==> config.mk <==
export PLATFORM = sky130hd
export DESIGN_NAME = axi_burst_split
export DESIGN_NICKNAME = d
export VERILOG_FILES = /design/src/rtl/axi_burst_split.sv
export SDC_FILE = /design/constraint.sdc
export NUM_CORES = 1
export LEC_CHECK = 0
export ABC_AREA = 1
export CORE_MARGIN = 4
export CORE_UTILIZATION = 50
export CTS_BUF_LIST = sky130_fd_sc_hd__clkbuf_16
export DETAILED_ROUTE_END_ITERATION = 10
export PLACE_DENSITY = 0.8
export SLEW_MARGIN = 20
export SYNTH_ARGS = -nofsm -noshare
export SYNTH_HDL_FRONTEND = slang
export SYNTH_SLANG_ARGS = --single-unit
==> constraint.sdc <==
create_clock -name aclk -period 11.05 [get_ports aclk]
set_clock_uncertainty 0.15 [all_clocks]
set_input_delay 2.7625 -clock aclk [delete_from_list [all_inputs] [get_ports aclk]]
set_output_delay 2.7625 -clock aclk [all_outputs]
set_load 0.01 [all_outputs]
==> src/rtl/axi_burst_split.sv <==
// Splits multi-beat AXI4 bursts into single-beat downstream transactions.
// Latency: 3 cycles per read beat, 2 cycles per write beat with a zero-wait slave.
// Backpressure: at most one downstream beat outstanding per path; R and B are held until accepted.
module axi_burst_split #(
    parameter int TAGW = 4
) (
    input  logic            aclk,
    input  logic            rst_l,
    input  logic            s_arvalid,
    output logic            s_arready,
    input  logic [31:0]     s_araddr,
    input  logic [TAGW-1:0] s_arid,
    input  logic [7:0]      s_arlen,
    input  logic [1:0]      s_arburst,
    input  logic [2:0]      s_arsize,
    output logic            s_rvalid,
    input  logic            s_rready,
    output logic [63:0]     s_rdata,
    output logic [1:0]      s_rresp,
    output logic [TAGW-1:0] s_rid,
    output logic            s_rlast,
    input  logic            s_awvalid,
    output logic            s_awready,
    input  logic [31:0]     s_awaddr,
    input  logic [TAGW-1:0] s_awid,
    input  logic [7:0]      s_awlen,
    input  logic [1:0]      s_awburst,
    input  logic [2:0]      s_awsize,
    input  logic            s_wvalid,
    output logic            s_wready,
    input  logic [63:0]     s_wdata,
    input  logic [7:0]      s_wstrb,
    output logic            s_bvalid,
    input  logic            s_bready,
    output logic [1:0]      s_bresp,
    output logic [TAGW-1:0] s_bid,
    output logic            m_arvalid,
    input  logic            m_arready,
    output logic [31:0]     m_araddr,
    output logic [TAGW-1:0] m_arid,
    output logic [7:0]      m_arlen,
    output logic [1:0]      m_arburst,
    output logic [2:0]      m_arsize,
    input  logic            m_rvalid,
    output logic            m_rready,
    input  logic [63:0]     m_rdata,
    input  logic [1:0]      m_rresp,
    input  logic [TAGW-1:0] m_rid,
    input  logic            m_rlast,
    output logic            m_awvalid,
    input  logic            m_awready,
    output logic [31:0]     m_awaddr,
    output logic [TAGW-1:0] m_awid,
    output logic [7:0]      m_awlen,
    output logic [1:0]      m_awburst,
    output logic [2:0]      m_awsize,
    output logic            m_wvalid,
    input  logic            m_wready,
    output logic [63:0]     m_wdata,
    output logic [7:0]      m_wstrb,
    output logic            m_wlast,
    input  logic            m_bvalid,
    output logic            m_bready,
    input  logic [1:0]      m_bresp,
    input  logic [TAGW-1:0] m_bid
);
    typedef enum logic [1:0] {R_IDLE, R_ADDR, R_WAIT, R_OUT} rd_state_t;
    typedef enum logic [1:0] {W_IDLE, W_DATA, W_RESP, W_B} wr_state_t;

    rd_state_t       r_state;
    wr_state_t       w_state;
    logic [31:0]     r_addr, w_addr;
    logic [TAGW-1:0] r_id, w_id;
    logic [7:0]      r_len, w_len, rcnt, wcnt;
    logic [1:0]      r_burst, w_burst, w_acc;
    logic [2:0]      r_size, w_size;
    logic            w_beat;
    logic            unused_ok;

    // Next beat address; sizes above 8 bytes are clamped to the 64-bit bus width.
    function automatic logic [31:0] step_addr(input logic [31:0] addr, input logic [7:0] len,
                                              input logic [1:0] burst, input logic [2:0] size);
        logic [31:0] bytes;
        logic [31:0] mask;
        bytes = 32'd1 << ((size > 3'd3) ? 3'd3 : size);
        mask  = ({24'd0, len} + 32'd1) * bytes - 32'd1;
        case (burst)
            2'b00:   step_addr = addr;
            2'b10:   step_addr = (addr & ~mask) | ((addr + bytes) & mask);
            default: step_addr = addr + bytes;
        endcase
    endfunction

    // Downstream ids, last flags and the R/B ids are not needed: one beat is ever in flight.
    assign unused_ok = ^{m_rid, m_rlast, m_bid};

    assign m_araddr  = r_addr;
    assign m_arid    = r_id;
    assign m_arlen   = 8'd0;
    assign m_arburst = 2'b01;
    assign m_arsize  = r_size;
    assign s_rid     = r_id;

    assign m_awaddr  = w_addr;
    assign m_awid    = w_id;
    assign m_awlen   = 8'd0;
    assign m_awburst = 2'b01;
    assign m_awsize  = w_size;
    assign m_wlast   = 1'b1;
    assign s_bresp   = w_acc;
    assign s_bid     = w_id;

    // AW and W of a beat travel together and are only released while a beat is due.
    assign w_beat    = (w_state == W_DATA);
    assign m_awvalid = w_beat & s_wvalid;
    assign m_wvalid  = w_beat & s_wvalid;
    assign s_wready  = w_beat & m_awready & m_wready;
    assign m_wdata   = w_beat ? s_wdata : 64'd0;
    assign m_wstrb   = w_beat ? s_wstrb : 8'd0;

    // Read path: issue one single-beat AR, wait for its data, present it upstream, repeat.
    always_ff @(posedge aclk or negedge rst_l) begin
        if (!rst_l) begin
            r_state   <= R_IDLE;
            s_arready <= 1'b1;
            m_arvalid <= 1'b0;
            m_rready  <= 1'b0;
            s_rvalid  <= 1'b0;
            s_rlast   <= 1'b0;
            s_rdata   <= 64'd0;
            s_rresp   <= 2'b00;
            r_addr    <= 32'd0;
            r_id      <= '0;
            r_len     <= 8'd0;
            r_burst   <= 2'b00;
            r_size    <= 3'd0;
            rcnt      <= 8'd0;
        end else begin
            case (r_state)
                R_IDLE: if (s_arvalid) begin
                    r_addr    <= s_araddr;
                    r_id      <= s_arid;
                    r_len     <= s_arlen;
                    r_burst   <= s_arburst;
                    r_size    <= s_arsize;
                    rcnt      <= 8'd0;
                    s_arready <= 1'b0;
                    m_arvalid <= 1'b1;
                    r_state   <= R_ADDR;
                end
                R_ADDR: if (m_arready) begin
                    m_arvalid <= 1'b0;
                    m_rready  <= 1'b1;
                    r_state   <= R_WAIT;
                end
                R_WAIT: if (m_rvalid) begin
                    m_rready <= 1'b0;
                    s_rdata  <= m_rdata;
                    s_rresp  <= m_rresp;
                    s_rlast  <= (rcnt == r_len);
                    s_rvalid <= 1'b1;
                    r_state  <= R_OUT;
                end
                R_OUT: if (s_rready) begin
                    s_rvalid <= 1'b0;
                    s_rlast  <= 1'b0;
                    if (s_rlast) begin
                        s_arready <= 1'b1;
                        r_state   <= R_IDLE;
                    end else begin
                        rcnt      <= rcnt + 8'd1;
                        r_addr    <= step_addr(r_addr, r_len, r_burst, r_size);
                        m_arvalid <= 1'b1;
                        r_state   <= R_ADDR;
                    end
                end
                default: r_state <= R_IDLE;
            endcase
        end
    end

    // Write path: forward one beat, collect its B, keep the worst response for the burst.
    always_ff @(posedge aclk or negedge rst_l) begin
        if (!rst_l) begin
            w_state   <= W_IDLE;
            s_awready <= 1'b1;
            m_bready  <= 1'b0;
            s_bvalid  <= 1'b0;
            w_addr    <= 32'd0;
            w_id      <= '0;
            w_len     <= 8'd0;
            w_burst   <= 2'b00;
            w_size    <= 3'd0;
            wcnt      <= 8'd0;
            w_acc     <= 2'b00;
        end else begin
            case (w_state)
                W_IDLE: if (s_awvalid) begin
                    w_addr    <= s_awaddr;
                    w_id      <= s_awid;
                    w_len     <= s_awlen;
                    w_burst   <= s_awburst;
                    w_size    <= s_awsize;
                    wcnt      <= 8'd0;
                    w_acc     <= 2'b00;
                    s_awready <= 1'b0;
                    w_state   <= W_DATA;
                end
                W_DATA: if (s_wvalid && m_awready && m_wready) begin
                    m_bready <= 1'b1;
                    w_state  <= W_RESP;
                end
                W_RESP: if (m_bvalid) begin
                    m_bready <= 1'b0;
                    if (m_bresp > w_acc) w_acc <= m_bresp;
                    if (wcnt == w_len) begin
                        s_bvalid <= 1'b1;
                        w_state  <= W_B;
                    end else begin
                        wcnt    <= wcnt + 8'd1;
                        w_addr  <= step_addr(w_addr, w_len, w_burst, w_size);
                        w_state <= W_DATA;
                    end
                end
                W_B: if (s_bready) begin
                    s_bvalid  <= 1'b0;
                    s_awready <= 1'b1;
                    w_state   <= W_IDLE;
                end
                default: w_state <= W_IDLE;
            endcase
        end
    end
endmodule

==> results.yml <==
drt:
  met2WireLength_mm: 32.48
  remaining_drc_errors: 0
  routed.top_layer: "met5"
  wl_met1_mm: 25.11
  met3_length_mm: 4.308
  vias_per_cell: 5.125
  ant_nets: 0
  dr.pass1.iters: 6
  drtIter0Drc: 1332
  drt_wl_total_mm: 64.78
  wl_per_cell_um: 16.98
  vias: 19557
min_path:
  hp-class: "flop to flop"
  hold_path_depth: 2
  worstHoldStart: "s_rdata[62]$_DFFE_PN0P_"
  holdPathEnd: "s_rdata[62]$_DFFE_PN0P_"
synthesis:
  yosys.area.top_type: "dfrtp_1"
  netlist.area_leader.share_pct: 25.52
  synth_seq_area_share_pct: 25.80
  synth_ff_type: "dfrtp_1"
  synth_area_um2: 18830
  yosysWarnings: 0
  syn_inst: 2758
  synthTopCellsByArea: "dfrtp_1, nand2_1, ha_1"
  synth_edf_count: 0
  syn_area_per_cell_um2: 6.827
  synth-async-reset-ratio_pct: 100.0
  ys_types: 55
  ys_ff_latch: 194
clocking:
  clock_latency_ns: 0.47
  clk_pin_slew_ns: 0.08
  cts_setup_buffers: 0
  tritoncts: "done"
  cts.sinks: 194
  cts_buffer_depth: 2
  cts_resized: 0
  h-tree-depth: 4
  cts-root-buf: "clkbuf_16"
  cts_made_buffers: 17
  hold_buffers: 0
setup_path:
  r2r_setup_slack_ns: 4.88
  critical_path_arrival_ns: 4.12
  slowest_delay_ns: 0.61
  path_common_cell: "clkdlybuf4s50_1"
  worstPathRequired_ns: 8.14
  worst-setup-path-type: "input pin to output port"
  crit_buf_inv: 3
  start_kind: "input pin"
  r2r_cells: 24
  critPathMaxFanout: 2
  cp-end-kind: "output port"
  crit_family: "buffers and inverters"
  crit_slowest_cell: "clkdlybuf4s50_1"
  rr_startpoint: "m_awsize[1]$_DFFE_PN0P_"
  path_cells: "clkdlybuf4s50_1, inv_1, nor3_1, clkdlybuf4s50_1"
global_route:
  grt_pass1_vias: 19683
  track_usage_pct: 31.48
  grt-ovfl-total: 0
  antenna_found_initial: 14
  grt_max_degree: 76
  grt_pass1_wl_mm: 103.3
floorplanning:
  core_area_um2: 36870
  dieArea_um2: 40830
  start_util_pct: 51.07
  rows: 70
  dieHeight_um: 202.1
  die_width_um: 202.1
  ios: 517
place:
  io_buffers: 486
  gp_congestion: 1.001
  hpwl_mm: 52.69
layout:
  layout_commonest_cell: "nand2_1"
  layout_common_cells: "nand2_1, clkdlybuf4s50_1, inv_1, nor2_1, dfrtp_1"
  drive_above_1_share_pct: 3.212
  nets: 3792
  area_growth_pct: 32.34
timing:
  tns_ns: 0
  hold_violations: 0
  max_freq_ghz: 0.1422
  relSlewSlack_pct: 34.01
  tightest_slew_ns: 0.9898
  min_period_ns: 7.032
  fin_crit_sh_pct: 63.64
  drv_slew: 0
  rsz0062_at_grt: "no"
  setup_viol: 0
status:
  outcome: "complete, no violations"
job:
  maxCapViolations: 0
kinds of logic (layout without fill, tap and decap cells):
group           after synthesis  after routing  share of synthesized area (%)
buf+inv                     534            973                          11.51
xor+xnor                     42             42                          1.954
fa+ha+maj                   246            246                          20.09
flops                       194            194                          25.80
simple gates               1496           1496                          32.80
other cells                   2            117                        0.03988
mux                          11             11                         0.6579
compound gates              233            233                          7.150
worst max path at each step:
stage	start	to	slack [ns]	depth (start not counted)
final	m_awready	s_wready	4.02	4
after global routing	s_wdata[8]	m_wdata[8]	3.99	4
after CTS	m_awready	s_wready	4.04	4
after detailed placement	m_awready	s_wready	4.04	4
after global placement	m_awready	s_wready	4.03	4
after floorplan	s_wvalid	m_wvalid	4.97	3
worst reg2reg max path, cell delays in order (launching register included):
cell	delay [ns]
dfrtp_1	0.47
nor2_1	0.16
inv_1	0.07
nor2_1	0.56
inv_1	0.28
nor2_1	0.24
fa_1	0.44
ha_1	0.32
fa_1	0.51
fa_1	0.54
inv_1	0.06
fa_1	0.53
inv_1	0.04
ha_1	0.37
nand2_1	0.15
nor2_1	0.12
nand2_1	0.10
nand2_2	0.12
nand3_1	0.08
nand3_1	0.10
nand2_2	0.14
o21ai_4	0.26
inv_2	0.11
nand2_1	0.07
nand2_1	0.05
metal layers:
layer / GRT usage [%] / vias up
li1: - / 9469
met4: 13.11 / 8
met2: 56.12 / 744
met3: 7.043 / 168
met1: 36.53 / 9168
met5: 0 / -
synth_stat cells (all sizes together) (4+ instances only):
cell / count
o21ai: 96
a31oi: 8
nor2: 293
o21a: 4
nor3: 39
nand2: 950
inv: 446
a21oi: 103
or2: 5
dfrtp: 192
clkbuf: 41
mux2: 11
xor2: 26
ha: 152
and2: 5
nand4: 29
fa: 94
o211ai: 4
o31ai: 6
nand3: 149
xnor2: 16
nand3b: 18
buf: 47
cell type report:
cell class                      instances  area [um^2]
Antenna cell                           12        30.03
Clock buffer                           17        425.4
Clock inverter                         15        167.7
Fill cell                            3163        11950
Inverter                              446         1675
Multi-Input combinational cell       2133        12200
Sequential cell                       194         4857
Tap cell                              504        630.6
Timing Repair Buffer                  495         4936
stage by stage:
| step | std cells | area [um^2] | worst slack (ns) | utilization [%] | hold WS, ns |
|---|---|---|---|---|---|
| after global routing | 3814 | 24910 | 3.995 | 67.57 | 0.3500 |
| after global placement | 3772 | 24290 | 4.031 | 65.88 | 0.3035 |
| after floorplan | 2861 | 19220 | 4.973 | - | 0.3195 |
| after CTS | 3804 | 24890 | 4.038 | 67.49 | 0.3360 |
| after detailed placement | 3772 | 24290 | 4.039 | 65.88 | 0.3140 |
| final | 3816 | 24920 | 4.018 | 67.58 | 0.3334 |
Power is not shown: default switching activity piles up to over one toggle a cycle in this logic, so the estimate is an artifact.
==> RTL change (same flow settings) <==
The parameter `TAGW` goes from 4 to 2.
--- a/src/rtl/axi_burst_split.sv
+++ b/src/rtl/axi_burst_split.sv
@@ -4,3 +4,3 @@
 module axi_burst_split #(
-    parameter int TAGW = 4
+    parameter int TAGW = 2
 ) (
Ports: changed (8 resized); port bits go from 517 to 501. No check against the original RTL was run, so the function may have changed too.
==> RTL change against the original RTL <==
- design area down 1.8%
- wire length up 13%
- setup slack worse by 370 ps
- highest routed layer unchanged
- die area down 2.0%
- area after synthesis down 2.0%
- sequential cell count down 4
Power is left out: the tool's default activity adds up to more than one toggle a clock period on the data nets, which glitch-free logic cannot reach.
==> RTL change: results (changes against the original RTL) <==
{| class="wikitable"
! Metric !! Value
|-
| Launch point of the worst path || m_wready
|-
| Nets@finish || 3763 (-0.76%)
|-
| Data arrival, critical path || 4490 ps (+370 ps)
|-
| Metal3 WL || 8200 um (+90%)
|-
| Global-route wire length before repair || 110000 um (+6.8%)
|-
| Placed inst area || 23800 um2 (-1.9%)
|-
| Fraction of the yosys area taken by sequential cells || 25.8% (about the same)
|-
| Met2 wirelength from detailed routing || 33000 um (+1.6%)
|-
| Maximum fanout count along the critical path || 3 (+1)
|-
| DRT iter0 DRCs || 1385 (+4.0%)
|-
| Register-to-Register Setup Slack || 4650 ps (-230 ps)
|-
| WL per Instance || 19.4 um (+14%)
|-
| Post-CTS resize count || 0 (unchanged)
|-
| Met1 usage in global routing || 46.4% (+9.9 points)
|-
| Number of port buffers || 474 (-2.5%)
|-
| Synth Instances || 2742 (-0.58%)
|-
| Largest cells by area after synthesis || sky130_fd_sc_hd__dfrtp_1 (26%), sky130_fd_sc_hd__nand2_1 (19%), sky130_fd_sc_hd__ha_1 (10%)
|-
| HPWL after detailed placement || 60600 um (+15%)
|-
| Overall routing resource usage || 36.2% (+4.7 points)
|-
| Routing usage on met3 || 12.6% (+5.5 points)
|-
| Crit Reg-Reg Startpoint || m_awsize[2]
|-
| Cts bufs inserted || 17 (unchanged)
|-
| Via count of the first global-routing pass || 19212 (-2.4%)
|-
| Number of cell instances on the worst register-to-register path || 24 (unchanged)
|-
| Fraction of final layout cells sized beyond drive strength 1 || 2.53% (-0.68 points)
|-
| Clock latency of the later-clocked register in the worst-skew pair || 470 ps (about the same)
|-
| Via-to-Cell Ratio || 5.24 (+2.2%)
|-
| Number of distinct library cells after synthesis || 53 (-3.6%)
|-
| Final RePlAce weighted congestion || 0.992 (-0.90%)
|-
| Largest net degree at the start of global routing || 75 (-1.3%)
|-
| Post-Syn Area || 18400 um2 (-2.0%)
|-
| CP peak stage delay || 640 ps (+30 ps)
|-
| Placed cell count || 3715 (-1.5%)
|-
| Routed via count || 19718 (+0.82%)
|-
| DRT met1 WL || 29300 um (+17%)
|-
| Post-Place Setup Slack || 3700 ps (-336 ps)
|-
| Most used standard cells in the synthesized netlist || sky130_fd_sc_hd__nand2_1 (943), sky130_fd_sc_hd__inv_1 (429), sky130_fd_sc_hd__nor2_1 (291)
|-
| Met2 capacity usage during global routing || 57.6% (+1.5 points)
|-
| Initial antenna violation count || 25 (+11)
|-
| Headroom to the max-slew limit || 28.2% (-5.8 points)
|-
| Start point of the worst hold path || s_rdata[15]
|-
| Outcome || complete, no violations
|}
## RTL change: changes by cell type in the layout (fill, tap and decap cells not counted), moves of 6 or more
| cell | delta |
|---|---|
| sky130_fd_sc_hd__mux2_2 | -6 |
| sky130_fd_sc_hd__o21ai_1 | +13 |
| sky130_fd_sc_hd__o21ai_2 | -6 |
| sky130_fd_sc_hd__inv_1 | -13 |
| sky130_fd_sc_hd__clkdlybuf4s50_1 | -12 |
| sky130_fd_sc_hd__nand2_2 | -6 |
## RTL change: final cells by class
cell class                      count  area [um2]
Fill cell                        3273       12100
Sequential cell                   190        4760
Clock inverter                     15         183
Timing Repair Buffer              485        4830
Clock buffer                       17         425
Multi-Input combinational cell   2130       12000
Tap cell                          468         586
Inverter                          442        1660
Antenna cell                       16        40.0
## RTL change: worst min path at each step
stage | endpoint | slack [ps] | cells after the start
2_1_floorplan | wcnt[7] | 320 | 2
3_3_place_gp | s_rdata[18] | 310 | 2
3_5_place_dp | s_rdata[15] | 310 | 2
4_1_cts | s_rdata[15] | 340 | 2
5_1_grt | s_rdata[16] | 360 | 2
6_report | s_rdata[15] | 330 | 2
## RTL change: worst register-to-register path, delay by kind of cell, from the launching register on
family,cells,cell delay [ps]
fa+ha+maj,6,2700
flops,1,430
buf+inv,5,580
compound gates,1,420
simple gates,12,2020
## RTL change: cell families (layout without fill, tap and decap cells)
| kind of cell | Yosys count | after routing | share of synthesized area (%) |
|---|---|---|---|
| other | 2 | 121 | 0.0407 |
| buffers and inverters | 525 | 959 | 11.3 |
| AOI/OAI and AO/OA | 237 | 237 | 7.11 |
| DFF | 190 | 190 | 25.8 |
| and+or+nand+nor | 1495 | 1495 | 32.9 |
| muxes | 5 | 5 | 0.305 |
| adders and majority gates | 246 | 246 | 20.5 |
| xor gates and xnor gates | 42 | 42 | 1.99 |
